$ cat config.mk
export PLATFORM = sky130hd
export DESIGN_NAME = frost32_decode_stage
export DESIGN_NICKNAME = d
export VERILOG_FILES = /design/src/rtl/frost32_decode_stage.sv
export SDC_FILE = /design/constraint.sdc
export NUM_CORES = 1
export LEC_CHECK = 0
export CAP_MARGIN = 10
export CORE_ASPECT_RATIO = 1.2
export CORE_MARGIN = 1.5
export CORE_UTILIZATION = 45
export CTS_CLUSTER_SIZE = 24
export DETAILED_ROUTE_END_ITERATION = 16
export PLACE_DENSITY = 0.93
export SYNTH_ARGS = -nofsm -noshare
export SYNTH_HDL_FRONTEND = slang
export SYNTH_SLANG_ARGS = --single-unit
$ cat constraint.sdc
create_clock -name clk -period 5 [get_ports clk]
set_input_delay 1.25 -clock clk [delete_from_list [all_inputs] [get_ports clk]]
set_output_delay 1.25 -clock clk [all_outputs]
set_load 0.03 [all_outputs]
$ cat src/rtl/frost32_decode_stage.sv
// frost32_decode_stage
//
// Registered instruction-decode stage of the Frost32 core. It sits between
// fetch and register-read/execute.
//
// Each raw instruction word arrives over a valid/ready handshake and is split
// into group, register indices, opcode, immediate and load/store type. The
// decoded fields are then presented one cycle later over a second valid/ready
// handshake.
//
// Malformed encodings are flagged but still passed downstream, fully decoded.
//
// Multiplies and group-3 load/stores hold in_ready low for a programmable
// number of cycles after they are accepted. A synchronous flush drops the
// output slot and any pending hold-off.
//
// Instruction layout, MSB first:
//   group[4] | ra | rb | group 1     : opcode[4] | imm[IMM_WIDTH]
//                      | groups 0/2/3: rc | fill | opcode[4]
//
// Ports
//   clk, rst_n          clock, asynchronous active-low reset
//   flush               synchronous pipeline flush
//   in_valid/in_ready   upstream handshake
//   in_instr, in_pc     raw instruction and its address
//   out_valid/out_ready downstream handshake
//   out_*               registered decoded fields, plus the PC
module frost32_decode_stage #(
  parameter int INSTR_WIDTH       = 32,
  parameter int REG_IDX_WIDTH     = 4,
  parameter int PC_WIDTH          = 32,
  parameter int MUL_STALL_CYCLES  = 2,
  parameter int LDST_STALL_CYCLES = 1,
  localparam int IMM_WIDTH        = INSTR_WIDTH - 8 - 2 * REG_IDX_WIDTH
) (
  input  logic                     clk,
  input  logic                     rst_n,
  input  logic                     flush,
  input  logic                     in_valid,
  output logic                     in_ready,
  input  logic [INSTR_WIDTH-1:0]   in_instr,
  input  logic [PC_WIDTH-1:0]      in_pc,
  output logic                     out_valid,
  input  logic                     out_ready,
  output logic [3:0]               out_group,
  output logic [REG_IDX_WIDTH-1:0] out_ra_index,
  output logic [REG_IDX_WIDTH-1:0] out_rb_index,
  output logic [REG_IDX_WIDTH-1:0] out_rc_index,
  output logic [3:0]               out_opcode,
  output logic [IMM_WIDTH-1:0]     out_imm_val,
  output logic [2:0]               out_ldst_type,
  output logic                     out_causes_stall,
  output logic                     out_is_bad,
  output logic [PC_WIDTH-1:0]      out_pc
);

  localparam logic [3:0] MUL_CNT  = MUL_STALL_CYCLES[3:0];
  localparam logic [3:0] LDST_CNT = LDST_STALL_CYCLES[3:0];

  // rc and the 4-bit opcode share the IMM_WIDTH+4 bits below rb; the rest is fill
  localparam int FILL_HI = IMM_WIDTH + 3 - REG_IDX_WIDTH;

  // Combinational decode of in_instr
  logic [3:0]               dec_group;
  logic [REG_IDX_WIDTH-1:0] dec_ra;
  logic [REG_IDX_WIDTH-1:0] dec_rb;
  logic [REG_IDX_WIDTH-1:0] dec_rc;
  logic [3:0]               dec_opcode;
  logic [IMM_WIDTH-1:0]     dec_imm;
  logic [2:0]               dec_ldst;
  logic                     dec_bad;
  logic [3:0]               dec_cnt;
  logic [FILL_HI-4:0]       dec_fill;

  // Registered state
  logic                     valid_q,  valid_d;
  logic [3:0]               busy_q,   busy_d;
  logic [3:0]               group_q,  group_d;
  logic [REG_IDX_WIDTH-1:0] ra_q,     ra_d;
  logic [REG_IDX_WIDTH-1:0] rb_q,     rb_d;
  logic [REG_IDX_WIDTH-1:0] rc_q,     rc_d;
  logic [3:0]               opcode_q, opcode_d;
  logic [IMM_WIDTH-1:0]     imm_q,    imm_d;
  logic [2:0]               ldst_q,   ldst_d;
  logic                     stall_q,  stall_d;
  logic                     bad_q,    bad_d;
  logic [PC_WIDTH-1:0]      pc_q,     pc_d;

  logic xfer;

  // Field extraction, malformed-encoding detection and stall classification
  always_comb begin
    dec_group  = in_instr[INSTR_WIDTH-1 -: 4];
    dec_ra     = in_instr[INSTR_WIDTH-5 -: REG_IDX_WIDTH];
    dec_rb     = in_instr[INSTR_WIDTH-5-REG_IDX_WIDTH -: REG_IDX_WIDTH];
    dec_fill   = in_instr[FILL_HI:4];
    dec_rc     = '0;
    dec_opcode = 4'd0;
    dec_imm    = '0;
    dec_ldst   = 3'd0;
    dec_bad    = 1'b0;
    dec_cnt    = 4'd0;

    // Group 1 carries an immediate. Every other group, including the
    // illegal ones, is decoded with the register layout.
    case (dec_group)
      4'd1: begin
        dec_opcode = in_instr[IMM_WIDTH+3 -: 4];
        dec_imm    = in_instr[IMM_WIDTH-1:0];
      end
      default: begin
        dec_rc     = in_instr[IMM_WIDTH+3 -: REG_IDX_WIDTH];
        dec_opcode = in_instr[3:0];
        dec_bad    = (dec_fill != '0);
      end
    endcase

    case (dec_group)
      4'd0:    if (dec_opcode >= 4'd12) dec_bad = 1'b1; else dec_bad = dec_bad;
      4'd1:    dec_bad = dec_bad;
      4'd2:    if (dec_opcode >= 4'd4)  dec_bad = 1'b1; else dec_bad = dec_bad;
      4'd3:    if (dec_opcode >= 4'd8)  dec_bad = 1'b1; else dec_bad = dec_bad;
      default: dec_bad = 1'b1;
    endcase

    // Malformed words never stall and never report a load/store type
    if (!dec_bad) begin
      case (dec_group)
        4'd0, 4'd1: begin
          if (dec_opcode == 4'd4) dec_cnt = MUL_CNT; else dec_cnt = 4'd0;
        end
        4'd3: begin
          dec_ldst = dec_opcode[2:0];
          dec_cnt  = LDST_CNT;
        end
        default: dec_cnt = 4'd0;
      endcase
    end else begin
      dec_cnt = 4'd0;
    end
  end

  assign in_ready = rst_n & ~flush & (busy_q == 4'd0) & (~valid_q | out_ready);

  // in_ready already excludes flush, so flush always beats a transfer
  assign xfer = in_valid & in_ready;

  // Next-state: flush > transfer > drain, with fields held when not loaded
  always_comb begin
    valid_d  = valid_q;
    busy_d   = busy_q;
    group_d  = group_q;
    ra_d     = ra_q;
    rb_d     = rb_q;
    rc_d     = rc_q;
    opcode_d = opcode_q;
    imm_d    = imm_q;
    ldst_d   = ldst_q;
    stall_d  = stall_q;
    bad_d    = bad_q;
    pc_d     = pc_q;

    if (flush) begin
      valid_d = 1'b0;
      busy_d  = 4'd0;
    end else if (xfer) begin
      valid_d  = 1'b1;
      busy_d   = dec_cnt;
      group_d  = dec_group;
      ra_d     = dec_ra;
      rb_d     = dec_rb;
      rc_d     = dec_rc;
      opcode_d = dec_opcode;
      imm_d    = dec_imm;
      ldst_d   = dec_ldst;
      stall_d  = (dec_cnt != 4'd0);
      bad_d    = dec_bad;
      pc_d     = in_pc;
    end else begin
      if (out_ready) valid_d = 1'b0; else valid_d = valid_q;
      if (busy_q != 4'd0) busy_d = busy_q - 4'd1; else busy_d = busy_q;
    end
  end

  // State register
  always_ff @(posedge clk or negedge rst_n) begin
    if (!rst_n) begin
      valid_q  <= 1'b0;
      busy_q   <= 4'd0;
      group_q  <= 4'd0;
      ra_q     <= '0;
      rb_q     <= '0;
      rc_q     <= '0;
      opcode_q <= 4'd0;
      imm_q    <= '0;
      ldst_q   <= 3'd0;
      stall_q  <= 1'b0;
      bad_q    <= 1'b0;
      pc_q     <= '0;
    end else begin
      valid_q  <= valid_d;
      busy_q   <= busy_d;
      group_q  <= group_d;
      ra_q     <= ra_d;
      rb_q     <= rb_d;
      rc_q     <= rc_d;
      opcode_q <= opcode_d;
      imm_q    <= imm_d;
      ldst_q   <= ldst_d;
      stall_q  <= stall_d;
      bad_q    <= bad_d;
      pc_q     <= pc_d;
    end
  end

  assign out_valid        = valid_q;
  assign out_group        = group_q;
  assign out_ra_index     = ra_q;
  assign out_rb_index     = rb_q;
  assign out_rc_index     = rc_q;
  assign out_opcode       = opcode_q;
  assign out_imm_val      = imm_q;
  assign out_ldst_type    = ldst_q;
  assign out_causes_stall = stall_q;
  assign out_is_bad       = bad_q;
  assign out_pc           = pc_q;

endmodule

# Word level (Yosys, flattened, before mapping)

Index checks and enable logic that the tools add are counted.

Reductions and logical operators: 9
Mux-type cells: 19
Bitwise logic cells: 7
Add/sub/neg operators: 1
Equality and inequality tests: 4
Order comparisons: 3

Operator list:

| operator                                             | count |
|---|---|
| 2-to-1 mux 4 bit                                     | 6 |
| 2-to-1 mux 16 bit                                    | 1 |
| nonzero test 12 bit                                  | 1 |
| == test 4 x 2 -> 1 bit (second input constant)       | 2 |
| >= comparator 4 bit (second input constant)          | 2 |
| zero test 4 bit                                      | 2 |
| case mux 4 bit (2 select lines)                      | 1 |
| nonzero test 4 bit                                   | 2 |
| 2-to-1 mux 1 bit                                     | 7 |
| 2-to-1 mux 3 bit                                     | 2 |
| nonzero test 3 bit                                   | 2 |
| AND 1 bit                                            | 4 |
| == test 4 x 1 -> 1 bit (second input constant)       | 1 |
| == test 4 x 3 -> 1 bit (second input constant)       | 1 |
| >= comparator 4 x 3 -> 1 bit (second input constant) | 1 |
| case mux 1 bit (4 select lines)                      | 1 |
| subtractor 4 x 1 -> 4 bit (second input constant)    | 1 |
| 2-to-1 mux 2 bit                                     | 1 |
| NOT 1 bit                                            | 2 |
| AND reduction 2 bit                                  | 1 |
| OR reduction 2 bit                                   | 1 |
| OR 1 bit                                             | 1 |

Input port bits: 69
Output and inout port bits: 75
Word-level logic and storage cells: 55
Register bits after elaboration: 78

# Longest topological paths before layout

Gate-level depths: netlist of the first run.

Depth in word-level cells: 8
Gate-level depth with buffers: 9
Gate-level depth less buffers: 6

# Worst setup path before layout of the first run

OpenSTA, ideal clock, no wires.

Kind: in2out
Start: input port rst_n
End: output port in_ready
Cell stages on the path: 2
Data required time: 3750 ps
Arrival: 1827 ps
Buffers on the path: 0
Setup slack: 1923 ps
Path through: nor2b_1 > and3_1

Longest elaborated chain between the ends: 3

RTL lines:

| what                   | RTL line | source |
|---|---|---|
| start, declared        | 37       | `input logic rst_n,` |
| AND 1 bit (3 in a row) | 143      | `assign in_ready = rst_n & ~flush & (busy_q == 4'd0) & (~valid_q \| out_ready);` |
| end, declared          | 40       | `output logic in_ready,` |

No other way between the ends.

# Worst setup path in the final report of the first run

Start: input port flush
End: output port in_ready

Longest elaborated chain between the ends: 4

RTL lines:

| what                   | RTL line | source |
|---|---|---|
| start, declared        | 38       | `input logic flush,` |
| NOT 1 bit (no line)    | n/a      |  |
| AND 1 bit (3 in a row) | 143      |  |

No other way between the ends.

==> impl_metrics.py, run 1 <==
metrics = {
    "run_status": {
        "status": "finished, final reports clean",
    },
    "synth": {
        "ys_ff_latch": 78,
        "synth.most_common_cell": "nand2_1",
        "yosys_warnings": 0,
        "synth_top_cell_area_share_pct": 59.9,
        "yosysSeqAreaShare_pct": 59.9,
        "synth_area_leaders": "dfrtp_1 60%, nand2_1 21%, nand3_1 3.2%",
        "syn_inst": 359,
        "yosysUniqueCellTypes": 39,
        "synth_edf_count": 0,
        "yosys-top-cells-count": "180 x nand2_1, 78 x dfrtp_1, 21 x nand3_1",
        "synth_nets": 429,
        "avgSynthCellArea_um2": 9.08,
        "syn_area_um2": 3260,
        "synth_flop_cell": "dfrtp_1",
        "synth_top_cell_by_area": "dfrtp_1",
        "synth_async_sr_flop_share_pct": 100,
    },
    "pwr": {
        "switching_share_pct": 41.7,
        "ir_worst_vdd_uv": 331,
        "p_leak_nw": 2.33,
        "power.switching_mw": 1.22,
        "pwr-share-clk_pct": 15.5,
        "power.internal_mw": 1.70,
        "power_density_nw_per_um2": 591,
        "pwr-share-seq_pct": 34.8,
        "power_mw": 2.91,
        "pwr-share-comb_pct": 49.7,
    },
    "worst_setup_path": {
        "crit_path_frequent_cell": "clkdlybuf4s50_1",
        "cp_max_fo": 6,
        "path_buf_inv": 2,
        "critPathMaxStageDelay_ns": 0.66,
        "worstPathRequired_ns": 3.75,
        "critPathArrivalTime_ns": 2.93,
        "cp_top_family": "buffers and inverters",
        "path_cells": "clkdlybuf4s50_1, nor2b_1, and3_1, clkdlybuf4s50_1",
        "critPathKind": "in -> out",
        "startpoint_type": "input port",
        "slowest_stage": "clkdlybuf4s50_1",
        "critPathCaptureType": "output pin",
    },
    "placed_design": {
        "dp_slack_ns": 0.828,
        "place.gp.congestion": 0.817,
        "place_area_um2": 4740,
        "portBuffers": 143,
        "hpwl_um": 6280,
    },
    "global_routing": {
        "antenna_found_initial": 0,
        "grt_overflow_total": 0,
        "grt_pass1_vias": 2986,
        "grt_use_total_pct": 23.5,
        "grt_max_degree": 79,
        "grt_pass1_wl_um": 13800,
    },
    "layout": {
        "drive_gt1_share_pct": 5.77,
        "nets": 568,
        "post-route-cell-area_um2": 4930,
        "syn_to_final_growth_pct": 51.2,
        "antenna-diode-count": 0,
        "fin_util_pct": 71.1,
    },
    "sta": {
        "tightest_slew_ns": 0.995,
        "slew_viol_final": 0,
        "fin_crit_sh_pct": 83.6,
        "setup_tns_ns": 0,
        "setup_slack_ns": 0.821,
        "rsz0062_at_grt": "no",
        "skew_ns": 0.00779,
        "hold_viol_final": 0,
        "max_freq_mhz": 239,
        "slew_headroom_pct": 33.7,
        "period_minus_slack_ns": 4.18,
        "setup_viol": 0,
    },
    "clock_network": {
        "cts_tree": "built",
        "postCtsSetupBuffers": 0,
        "cts_resized": 0,
        "clkSinkCount": 78,
        "numCtsBuffers": 9,
        "ctsLongestPathBuffers": 2,
        "cts_hold_buffers": 0,
        "htree_levels": 3,
        "path_clk_slew_ns": 0.07,
        "clock_latency_ns": 0.34,
        "root_buffer": "clkbuf_8",
    },
    "die": {
        "ioPinCount": 144,
        "num_rows": 33,
        "core-area_um2": 6940,
        "start_util_pct": 47.0,
        "fp.dieH_um": 96.2,
        "dieArea_um2": 7760,
        "fp.dieW_um": 80.7,
    },
    "routing": {
        "vias_per_cell": 5.08,
        "antenna_left": 0,
        "drc": 0,
        "wl_um": 8800,
        "drtIter0Drc": 167,
        "vias": 2999,
        "routedWlPerCell_um": 14.9,
        "drt_pass1_iterations": 8,
    },
    "min_path": {
        "hold_path.class": "reg -> reg",
    },
    "flow_run": {
        "cap_violations": 0,
    },
}
-- worst register-to-register path, delay by kind of cell, from the launching register on --
| family | cells | cell delay, ns |
|---|---|---|
| simple gates | 4 | 1.50 |
| fa+ha+maj | 1 | 0.20 |
| buf+inv | 2 | 0.46 |
| flops | 1 | 0.42 |
-- metrics by stage --
stage,std cells,hold slack [ns]
floorplan,359,0.549
global placement,574,0.450
detailed placement,574,0.456
CTS,590,0.472
global route,590,0.498
finish,590,0.470
-- cell usage in the layout, fill, tap and decap left out, drive strengths merged, types with 4 or more instances in the layout --
cell and instances:
a21oi 5, buf 5, clkbuf 11, clkdlybuf4s50 142, clkinvlp 4, dfrtp 78, nand2 180, nand3 22
nor2 5, nor3 4, o21ai 10
-- flip-flops by register name (all words and copies together) (netlist names) --
name	cells
out_opcode	4
out_valid	1
out_pc	32
busy_q	4
out_ldst_type	3
out_rc_index	4
out_imm_val	16
out_rb_index	4
out_causes_stall	1
out_ra_index	4
out_is_bad	1
out_group	4
-- cells by family (layout without fill, tap and decap cells) --
family,after synthesis,count (layout),share of synthesized area [%]
muxes,4,4,1.38
adders and majority gates,1,1,0.384
DFF,78,78,59.9
and+or+nand+nor,232,232,31.2
AOI/OAI and AO/OA,22,22,3.88
buffers and inverters,22,166,3.30
-- path summary, 6_finish.rpt --
check / startpoint / to / slack, ns / cells past startpoint
max in group asynchronous: rst_n / out_imm_val[15]$_DFFE_PN0P_ / 3.21 / 2
worst min register to register: out_imm_val[5]$_DFFE_PN0P_ / out_imm_val[5]$_DFFE_PN0P_ / 0.47 / 2
worst max-delay path: flush / in_ready / 0.82 / 4
worst max register to register: busy_q[0]$_DFFE_PN0P_ / out_rc_index[2]$_DFFE_PN0P_ / 2.36 / 7
min in group asynchronous: rst_n / out_ra_index[1]$_DFFE_PN0P_ / 1.17 / 2
worst min-delay path: out_imm_val[5]$_DFFE_PN0P_ / out_imm_val[5]$_DFFE_PN0P_ / 0.47 / 2
-- layer usage --
layer | up-vias | track usage, % | wire (µm)
li1 | 1436 | - | -
met1 | 1416 | 28.0 | 3440
met4 | 0 | 11.5 | 221
met5 | - | 0 | 0
met3 | 19 | 6.45 | 649
met2 | 128 | 39.1 | 4490
-- power groups by stage --
stage	clock network (mW)	registers, mW	logic, mW
after floorplan	0	1.48	0.340
after global placement	0	1.01	1.41
after detailed placement	0	1.03	1.45
after CTS	0.464	1.02	1.46
after global routing	0.490	1.04	1.55
final	0.452	1.01	1.45
-- layout make-up --
cell class / count / area, µm²
Fill cell: 534 / 2010
Sequential cell: 78 / 1950
Timing Repair Buffer: 147 / 1460
Multi-Input combinational cell: 259 / 1210
Clock buffer: 11 / 131
Tap cell: 87 / 109
Clock inverter: 5 / 60.1
Inverter: 3 / 11.3
Note: power is estimated with default switching activity, not from simulation.
==> run 2, diff against run 1 <==
Settings changed: CORE_UTILIZATION 45 to 38, PLACE_DENSITY 0.93 to 0.85.
Clock period 5 ns to 3.7 ns, I/O delays scaled along.
==> run 2 against run 1 <==
- count of clock-buffer cells in the layout is 1 lower
- sequential share of layout area is 0.84 points lower
- critical path depth stayed put
- critical path type unchanged
- first-iteration DRC count is 21% lower
==> impl_metrics.py, run 2 (same netlist as run 1, synthesis figures left out) <==
metrics = {
    "run_status": {
        "status": "finished, final reports clean",
    },
    "worst_setup_path": {
        "critPathCaptureType": "output pin",
        "worstPathRequired_ns": 2.77,
        "startpoint_type": "input port",
        "cp_max_fo": 6,
        "critPathKind": "in -> out",
        "critPathArrivalTime_ns": 2.07,
    },
    "layout": {
        "syn_to_final_growth_pct": 54.5,
        "fillers": 696,
        "nets": 571,
        "final_common_cell": "nand2_1",
        "drive_gt1_share_pct": 6.92,
        "antenna-diode-count": 0,
        "largest_reg_flops": 32,
        "final_cell_mix": "180 x nand2_1, 141 x clkdlybuf4s50_1, 78 x dfrtp_1",
    },
    "clock_network": {
        "cts_resized": 0,
        "ctsLongestPathBuffers": 2,
        "root_buffer": "clkbuf_8",
        "cts_tree": "built",
        "path_clk_slew_ns": 0.08,
        "numCtsBuffers": 9,
        "clkSinkCount": 78,
        "clock_latency_ns": 0.35,
        "cts_hold_buffers": 0,
        "postCtsSetupBuffers": 0,
        "htree_levels": 3,
    },
    "routing": {
        "vias_per_cell": 4.76,
        "antenna_left": 0,
        "drt_pass1_iterations": 4,
        "wl_um": 8880,
        "drc": 0,
        "routedWlPerCell_um": 14.3,
        "drtIter0Drc": 132,
        "vias": 2949,
    },
    "flow_run": {
        "cap_violations": 0,
    },
    "global_routing": {
        "grt_overflow_total": 0,
        "antenna_found_initial": 0,
        "grt_pass1_wl_um": 14600,
        "grt_pass1_vias": 3093,
        "grt_max_degree": 79,
        "grt_use_total_pct": 20.2,
    },
    "sta": {
        "tightest_slew_ns": 0.972,
        "max_freq_mhz": 334,
        "slew_headroom_pct": 35.2,
        "setup_slack_ns": 0.705,
        "setup_viol": 0,
        "rsz0062_at_grt": "no",
        "setup_tns_ns": 0,
        "skew_ns": 0.00922,
        "period_minus_slack_ns": 2.99,
        "hold_viol_final": 0,
        "fin_crit_sh_pct": 80.9,
        "slew_viol_final": 0,
    },
    "die": {
        "dieArea_um2": 9140,
        "start_util_pct": 39.5,
        "ioPinCount": 144,
        "fp.dieH_um": 104,
        "num_rows": 36,
        "fp.dieW_um": 87.5,
        "core-area_um2": 8240,
    },
    "placed_design": {
        "dp_slack_ns": 0.717,
        "place.gp.congestion": 0.842,
        "portBuffers": 143,
        "hpwl_um": 6650,
    },
    "min_path": {
        "hold_path.class": "reg -> reg",
    },
    "pwr": {
        "p_leak_nw": 2.38,
        "power_density_nw_per_um2": 806,
        "ir_worst_vdd_uv": 475,
    },
}
-- run 2: path summary, 6_finish.rpt --
check	startpoint	slack [ns]	cells after the start	end
max	flush	0.71	4	in_ready
min	out_rc_index[3]$_DFFE_PN0P_	0.47	2	out_rc_index[3]$_DFFE_PN0P_
max reg2reg	busy_q[0]$_DFFE_PN0P_	1.50	7	out_pc[25]$_DFFE_PN0P_
min reg2reg	out_rc_index[3]$_DFFE_PN0P_	0.47	2	out_rc_index[3]$_DFFE_PN0P_
max in group asynchronous	rst_n	2.23	2	busy_q[3]$_DFFE_PN0P_
min in group asynchronous	rst_n	0.82	2	out_ra_index[3]$_DFFE_PN0P_
-- run 2: report_power, final --
part	switching (mW)	internal [mW]
clock	0.318	0.403
combinational	1.15	0.808
sequential	0.192	1.18
-- run 2: cell type report --
| type | instances | area (µm²) | area share (%) |
|---|---|---|---|
| Multi-Input combinational cell | 259 | 1210 | 24.0 |
| Sequential cell | 78 | 1950 | 38.8 |
| Clock inverter | 6 | 93.8 | 1.86 |
| Timing Repair Buffer | 150 | 1490 | 29.6 |
| Clock buffer | 10 | 138 | 2.73 |
| Tap cell | 114 | 143 | 2.83 |
| Inverter | 3 | 11.3 | 0.224 |
-- run 2: metrics by stage --
stage	utilization [%]	instances	hold WS, ns	total power [mW]	cell area, µm²
floorplan	-	359	0.549	2.46	3260
global placement	58.3	604	0.449	3.29	4800
detailed placement	58.3	604	0.455	3.37	4800
CTS	61.1	620	0.474	4.10	5040
global route	61.1	620	0.487	4.27	5040
finish	61.1	620	0.468	4.06	5040
-- run 2: metal layers --
layer | vias to the layer above | share of wire, % | GRT usage [%]
met2 | 95 | 52 | 34.9
met3 | 12 | 4.9 | 3.97
met4 | 0 | 1.7 | 8.28
met5 | - | 0 | 0
met1 | 1406 | 42 | 24.2
li1 | 1436 | - | -
-- run 2: worst max-delay path: stages --
cell and delay, ns:
clkdlybuf4s50_1 0.49, nor2b_1 0.29, and3_1 0.21, buf_4 0.16
